`src/rtl/i2s_frame_buf_if.sv`:
```
// i2s_frame_buf_if: sample-in and frame-out signals of the I2S/TDM frame buffer.
//   data/din_vld/din_ch   : deserialised sample, its strobe and its channel (slot) index
//   out_frame/out_valid   : head-of-FIFO frame (ch0 at LSBs) and non-empty flag
//   out_ready             : consumer accepts the head frame
// Modports: master = receiver/consumer side, slave = the frame buffer itself.
interface i2s_frame_buf_if #(
    parameter int unsigned DATA_WIDTH = 16,
    parameter int unsigned NUM_CH     = 2
);
    localparam int unsigned CH_W = (NUM_CH > 1) ? $clog2(NUM_CH) : 1;

    logic [DATA_WIDTH-1:0]        data;
    logic                         din_vld;
    logic [CH_W-1:0]              din_ch;
    logic [NUM_CH*DATA_WIDTH-1:0] out_frame;
    logic                         out_valid;
    logic                         out_ready;

    modport master (
        output data, din_vld, din_ch, out_ready,
        input  out_frame, out_valid
    );

    modport slave (
        input  data, din_vld, din_ch, out_ready,
        output out_frame, out_valid
    );
endinterface

```
`src/rtl/i2s_frame_buf.sv`:
```
// i2s_frame_buf: multi-channel I2S/TDM frame buffer in the sck domain.
// Samples are captured per channel into a staging register; a sample on the last slot commits
// the frame (with optional swap/mute/mono transform) into a DEPTH-deep first-word-fall-through
// FIFO read through a valid/ready handshake.
//   sck, rst_n : serial clock (rising edge), asynchronous active-low reset
//   bus        : sample input and frame output handshake (i2s_frame_buf_if.slave)
//   mode       : 0 normal, 1 swap adjacent pairs, 2 mute, 3 mono (ch0 to all)
//   live_data  : untransformed staging register, ch0 at LSBs
//   level      : number of frames held in the FIFO
//   overflow   : sticky, a committed frame was dropped on a full FIFO
//   slot_err   : sticky, a channel index >= NUM_CH was seen
//   clr_err    : clears both sticky flags (a same-cycle set wins)
module i2s_frame_buf #(
    parameter int unsigned DATA_WIDTH = 16,
    parameter int unsigned NUM_CH     = 2,
    parameter int unsigned DEPTH      = 4,
    localparam int unsigned CH_W      = (NUM_CH > 1) ? $clog2(NUM_CH) : 1,
    localparam int unsigned AW        = $clog2(DEPTH),
    localparam int unsigned LVL_W     = AW + 1,
    localparam int unsigned FW        = NUM_CH * DATA_WIDTH
) (
    input  logic             sck,
    input  logic             rst_n,
    i2s_frame_buf_if.slave   bus,
    input  logic [1:0]       mode,
    output logic [FW-1:0]    live_data,
    output logic [LVL_W-1:0] level,
    output logic             overflow,
    output logic             slot_err,
    input  logic             clr_err
);
    localparam int unsigned      CHX_W    = CH_W + 1;
    localparam logic [CHX_W-1:0] NUM_CH_X = CHX_W'(NUM_CH);
    localparam logic [CH_W-1:0]  LAST_CH  = CH_W'(NUM_CH - 1);
    localparam logic [LVL_W-1:0] FULL_LVL = LVL_W'(DEPTH);

    logic [DATA_WIDTH-1:0] stage_q [NUM_CH];
    logic [DATA_WIDTH-1:0] stage_d [NUM_CH];
    logic [DATA_WIDTH-1:0] raw     [NUM_CH];
    logic [FW-1:0]         commit_frame;
    logic [FW-1:0]         mem_q   [DEPTH];
    logic [AW-1:0]         wr_ptr_q, rd_ptr_q;
    logic [LVL_W-1:0]      level_q, level_d;
    logic                  overflow_q, overflow_d;
    logic                  slot_err_q, slot_err_d;
    logic                  ch_ok, din_ok, commit, pop, push, ovf_set, serr_set;

    // Extra top bit so NUM_CH itself is representable when NUM_CH is a power of two.
    assign ch_ok    = {1'b0, bus.din_ch} < NUM_CH_X;
    assign din_ok   = bus.din_vld && ch_ok;
    assign commit   = bus.din_vld && (bus.din_ch == LAST_CH);
    assign pop      = (level_q != '0) && bus.out_ready;
    // A pop in the same cycle frees the slot, so a full FIFO can still accept.
    assign push     = commit && ((level_q < FULL_LVL) || pop);
    assign ovf_set  = commit && !push;
    assign serr_set = bus.din_vld && !ch_ok;

    always_comb begin
        for (int unsigned i = 0; i < NUM_CH; i++) begin
            stage_d[i] = (din_ok && (bus.din_ch == CH_W'(i))) ? bus.data : stage_q[i];
        end
    end

    // Committed frame sees the last-slot sample written through in the same cycle.
    always_comb begin
        for (int unsigned i = 0; i < NUM_CH; i++) begin
            raw[i] = (i == NUM_CH - 1) ? bus.data : stage_q[i];
        end
    end

    always_comb begin
        commit_frame = '0;
        for (int unsigned i = 0; i < NUM_CH; i++) begin
            case (mode)
                2'd1: commit_frame[i*DATA_WIDTH +: DATA_WIDTH] =
                          raw[((i ^ 1) < NUM_CH) ? (i ^ 1) : i];
                2'd2: commit_frame[i*DATA_WIDTH +: DATA_WIDTH] = '0;
                2'd3: commit_frame[i*DATA_WIDTH +: DATA_WIDTH] = raw[0];
                default: commit_frame[i*DATA_WIDTH +: DATA_WIDTH] = raw[i];
            endcase
        end
    end

    always_comb begin
        level_d = level_q;
        if (push && !pop) begin
            level_d = level_q + LVL_W'(1);
        end else if (pop && !push) begin
            level_d = level_q - LVL_W'(1);
        end
    end

    // Set has priority over clear.
    assign overflow_d = ovf_set  || (overflow_q && !clr_err);
    assign slot_err_d = serr_set || (slot_err_q && !clr_err);

    always_ff @(posedge sck or negedge rst_n) begin
        if (!rst_n) begin
            for (int unsigned i = 0; i < NUM_CH; i++) begin
                stage_q[i] <= '0;
            end
            for (int unsigned i = 0; i < DEPTH; i++) begin
                mem_q[i] <= '0;
            end
            wr_ptr_q   <= '0;
            rd_ptr_q   <= '0;
            level_q    <= '0;
            overflow_q <= 1'b0;
            slot_err_q <= 1'b0;
        end else begin
            for (int unsigned i = 0; i < NUM_CH; i++) begin
                stage_q[i] <= stage_d[i];
            end
            if (push) begin
                mem_q[wr_ptr_q] <= commit_frame;
                wr_ptr_q        <= wr_ptr_q + AW'(1);
            end
            if (pop) begin
                rd_ptr_q <= rd_ptr_q + AW'(1);
            end
            level_q    <= level_d;
            overflow_q <= overflow_d;
            slot_err_q <= slot_err_d;
        end
    end

    always_comb begin
        live_data = '0;
        for (int unsigned i = 0; i < NUM_CH; i++) begin
            live_data[i*DATA_WIDTH +: DATA_WIDTH] = stage_q[i];
        end
    end

    assign bus.out_frame = mem_q[rd_ptr_q];
    assign bus.out_valid = (level_q != '0);
    assign level         = level_q;
    assign overflow      = overflow_q;
    assign slot_err      = slot_err_q;
endmodule
```
`src/flat_wrapper.sv`:
```
// flat-port wrapper written by rule: the top's interface ports become plain ports
module i2s_frame_buf_flat 
#(
    parameter int unsigned DATA_WIDTH = 16,
    parameter int unsigned NUM_CH     = 2,
    parameter int unsigned DEPTH      = 4,
    localparam int unsigned CH_W      = (NUM_CH > 1) ? $clog2(NUM_CH) : 1,
    localparam int unsigned AW        = $clog2(DEPTH),
    localparam int unsigned LVL_W     = AW + 1,
    localparam int unsigned FW        = NUM_CH * DATA_WIDTH
)
  (sck, rst_n, mode, live_data, level, overflow, slot_err, clr_err, bus_data, bus_din_vld, bus_din_ch, bus_out_ready, bus_out_frame, bus_out_valid);
  i2s_frame_buf_if #(.DATA_WIDTH(DATA_WIDTH), .NUM_CH(NUM_CH)) bus_i ();
  input  logic sck;
  input  logic rst_n;
  input  logic [1:0] mode;
  output logic [FW-1:0] live_data;
  output logic [LVL_W-1:0] level;
  output logic overflow;
  output logic slot_err;
  input  logic clr_err;
  input wire logic [$bits(bus_i.data)-1:0] bus_data;
  input wire logic [$bits(bus_i.din_vld)-1:0] bus_din_vld;
  input wire logic [$bits(bus_i.din_ch)-1:0] bus_din_ch;
  input wire logic [$bits(bus_i.out_ready)-1:0] bus_out_ready;
  output wire logic [$bits(bus_i.out_frame)-1:0] bus_out_frame;
  output wire logic [$bits(bus_i.out_valid)-1:0] bus_out_valid;
  assign bus_i.data = bus_data;
  assign bus_i.din_vld = bus_din_vld;
  assign bus_i.din_ch = bus_din_ch;
  assign bus_i.out_ready = bus_out_ready;
  assign bus_out_frame = bus_i.out_frame;
  assign bus_out_valid = bus_i.out_valid;
  i2s_frame_buf #(.DATA_WIDTH(DATA_WIDTH), .NUM_CH(NUM_CH), .DEPTH(DEPTH)) u_core (.sck(sck), .rst_n(rst_n), .bus(bus_i), .mode(mode), .live_data(live_data), .level(level), .overflow(overflow), .slot_err(slot_err), .clr_err(clr_err));
endmodule
```
`config.mk`:
```
export PLATFORM = sky130hd
export DESIGN_NAME = i2s_frame_buf_flat
export DESIGN_NICKNAME = d
export VERILOG_FILES = /design/src/rtl/i2s_frame_buf_if.sv /design/src/rtl/i2s_frame_buf.sv /design/src/flat_wrapper.sv
export SDC_FILE = /design/constraint.sdc
export NUM_CORES = 1
export LEC_CHECK = 0
export CAP_MARGIN = 20
export CORE_MARGIN = 8
export CORE_UTILIZATION = 56
export DETAILED_ROUTE_END_ITERATION = 7
export HOLD_SLACK_MARGIN = 0.05
export PLACE_DENSITY = 0.84
export SLEW_MARGIN = 25
export SYNTH_ARGS = -nofsm -noshare
export SYNTH_HDL_FRONTEND = slang
export SYNTH_SLANG_ARGS = --single-unit
```
`constraint.sdc`:
```
create_clock -name sck -period 2.3 [get_ports sck]
set_input_delay 0.23 -clock sck [delete_from_list [all_inputs] [get_ports sck]]
set_output_delay 0.23 -clock sck [all_outputs]
set_load 0.01 [all_outputs]
```
==> results.txt <==
fmax = 453.4 MHz
CTS tree = yes
worst IR drop on VDD = 544.6 uV
Post-DP HPWL = 12,760 um
final wirelength = 19,630 um
GPL Wtd Cong = 0.8028
CP required = 2.07 ns
Worst Path Buf+Inv = 3
fraction of registers with async set/reset = 100.0%
clock buffer count from CTS = 17
max_cap viols = 0
worst path arrival time = 1.98 ns
Max-slew headroom = 55.52%
Final setup viols = 0
Synth Warn # = 0
number of global-route vias before repair = 5,575
drc violations = 0
Die Span Y = 133.9 um
CP max FO = 12
Area contributors post-synth = dfrtp_1 (54%), mux2_2 (15%), mux4_2 (9.3%)
Port Buffer Count = 93
overall die width = 133.9 um
remaining antenna violation count = 0
#FFs+latches synth = 169
Slew @ Worst Pin = 0.6602 ns
syn_area_per_cell = 14.85 sq um
global-route wire length before repair = 31,180 um
area of placed instances = 8985 sq um
core area = 13,720 sq um
final slew viol count = 0
final setup TNS = 0 ns
EDFF count, synth = 0
crit-path cells = buf_4, buf_12, mux4_2, dlygate4sd2_1
initial DRC count = 397
launch point of the worst path = u_core.rd_ptr_q[0]$_DFFE_PN0P_
Congestion Overflow GR = 0
slowest cell delay on critical path = 0.57 ns
H-tree depth = 4
DR WL/cell = 23.77 um
Seq/Total Area, Yosys = 54.35%
Post-synth top flop = dfrtp_1
Reg clk slew, reported paths = 0.06 ns
drt via density = 6.146
share of layout cells above drive strength 1 = 32.66%
outcome = complete, no violations
Worst R2R Start = u_core.level[0]$_DFFE_PN0P_
Worst Skew = 0.008030 ns
die area = 17,920 sq um
Synthesized Nets = 557
pre-CTS worst setup slack = 0.03175 ns
Skew-Pair Late Insertion Delay = 0.42 ns
Post-Syn Area = 7781 sq um
crit end category = output port
Distinct cells, synth = 27
crit share post-route = 95.90%
Final Util = 70.35%
# rows = 43
power density over cell area = 1308 nW/um^2
DR pass1 iterations = 5
placed cells = 791
fin area = 9652 sq um
ant diodes = 0
setup slack after layout = 0.09434 ns
largest area contributor in the netlist = dfrtp_1
Final Hold Viols = 0
leakage power = 4.466 nW
initial antenna violation count = 1
synth cell count leaders = dfrtp_1 (169), mux2_2 (102), o21ai_0 (44)
Top delay family on crit path = buffers and inverters
I/O pin count = 94
Final nets = 668
Mapped Cells = 524
RSZ-0062 raised after global routing = false
largest net degree at the start of global routing = 67
critical path's slowest cell = mux4_2
CTS sink cnt = 169
GR Util All Layers = 22.60%
Initial Utilization = 56.72%
Critical Path Start Type = register
Setup Crit Path Kind = register to output port
most frequent cell after synthesis = dfrtp_1
Area growth, synth to finish = 24.04%
min Tclk post-route = 2.206 ns
CTS root buf = clkbuf_16
clk buf depth = 2
routed via count = 5,077
Finished Layout Cells = 826
share of the synthesized area in the top cell type = 54.35%
worst hold-check path type = input port to async pin
## logic make-up after synthesis
family | share of synthesized area [%]
DFF | 54.35
adders and majority gates | 1.544
muxes | 31.79
AOI/OAI and AO/OA | 4.133
buffers and inverters | 4.004
xor gates and xnor gates | 0.6753
and+or+nand+nor | 3.505
## path summary, 6_finish.rpt
kind                                                   to  cells past startpoint  slack, ns
hold / removal               u_core.mem_q[59]$_DFFE_PN0P_                      2       0.37
setup / recovery                         bus_out_frame[1]                      4       0.09
hold reg to reg              u_core.mem_q[32]$_DFFE_PN0P_                      1       0.49
max in group asynchronous  u_core.rd_ptr_q[0]$_DFFE_PN0P_                      3       1.12
setup reg to reg              u_core.level[2]$_DFFE_PN0P_                      8       0.16
min in group sck                u_core.slot_err$_DFF_PN0_                      2       0.41
## registers in the layout, indices dropped and copies added (netlist names)
name              flops
u_core.overflow       1
u_core.mem_q        128
u_core.level          3
u_core.slot_err       1
u_core.live_data     32
u_core.wr_ptr_q       2
u_core.rd_ptr_q       2
## final cells by class
cell class | instances | area, sq um
Sequential cell | 169 | 4230
Fill cell | 877 | 4068
Multi-Input combinational cell | 306 | 3243
Timing Repair Buffer | 126 | 1257
Clock buffer | 19 | 442.9
Tap cell | 180 | 225.2
Clock inverter | 11 | 196.4
Inverter | 15 | 56.30
## power by group
part           switching [mW]  internal [mW]
clock network            1.15           1.95
registers               0.689           4.13
logic                    2.04           2.66
## metal layers
metal | vias up | part of all wire (%) | global-route usage [%]
met3 | 62 | 6.7 | 5.497
met4 | 2 | 3.9 | 11.85
met5 | - | 0.051 | 0
met1 | 2668 | 39 | 27.67
met2 | 226 | 50 | 36.55
li1 | 2119 | - | -
## worst reg2reg max path: cells and delay by family (launching register included)
kind | cells | cell delay (ns)
flip-flops | 1 | 0.44
XOR/XNOR | 2 | 0.33
buffers and inverters | 1 | 0.06
AND/OR/NAND/NOR | 3 | 0.65
adder cells (fa/ha/maj) | 2 | 0.58
## stage by stage
| stage | hold WS (ns) | power [mW] |
|---|---|---|
| 2_1_floorplan | -0.06559 | 7.510 |
| 3_3_place_gp | 0.2454 | 9.455 |
| 3_5_place_dp | 0.2605 | 9.726 |
| 4_1_cts | 0.3824 | 12.68 |
| 5_1_grt | 0.4043 | 13.18 |
| 6_report | 0.3695 | 12.62 |
## layout by cell type, fill, tap and decap left out, drive strengths merged, types with 3 or more instances in the layout
cell type,n
bufinv,5
clkdlybuf4s50,60
nand3,14
xnor2,4
and2,3
nand2,26
buf,33
clkinv,3
a22o,8
o21ai,49
inv,16
ha,8
dfrtp,169
mux4,32
clkbuf,19
dlygate4sd2,32
mux2,153
## timing repair
action / 4_1_cts / 5_1_grt
setup buffers: 3 / 0
hold endpoints to repair: 63 / 0
setup endpoints to repair: 32 / 0
hold buffers: 1 / 0
gates resized for setup: 35 / 0
(Power assumes the default switching activity.)
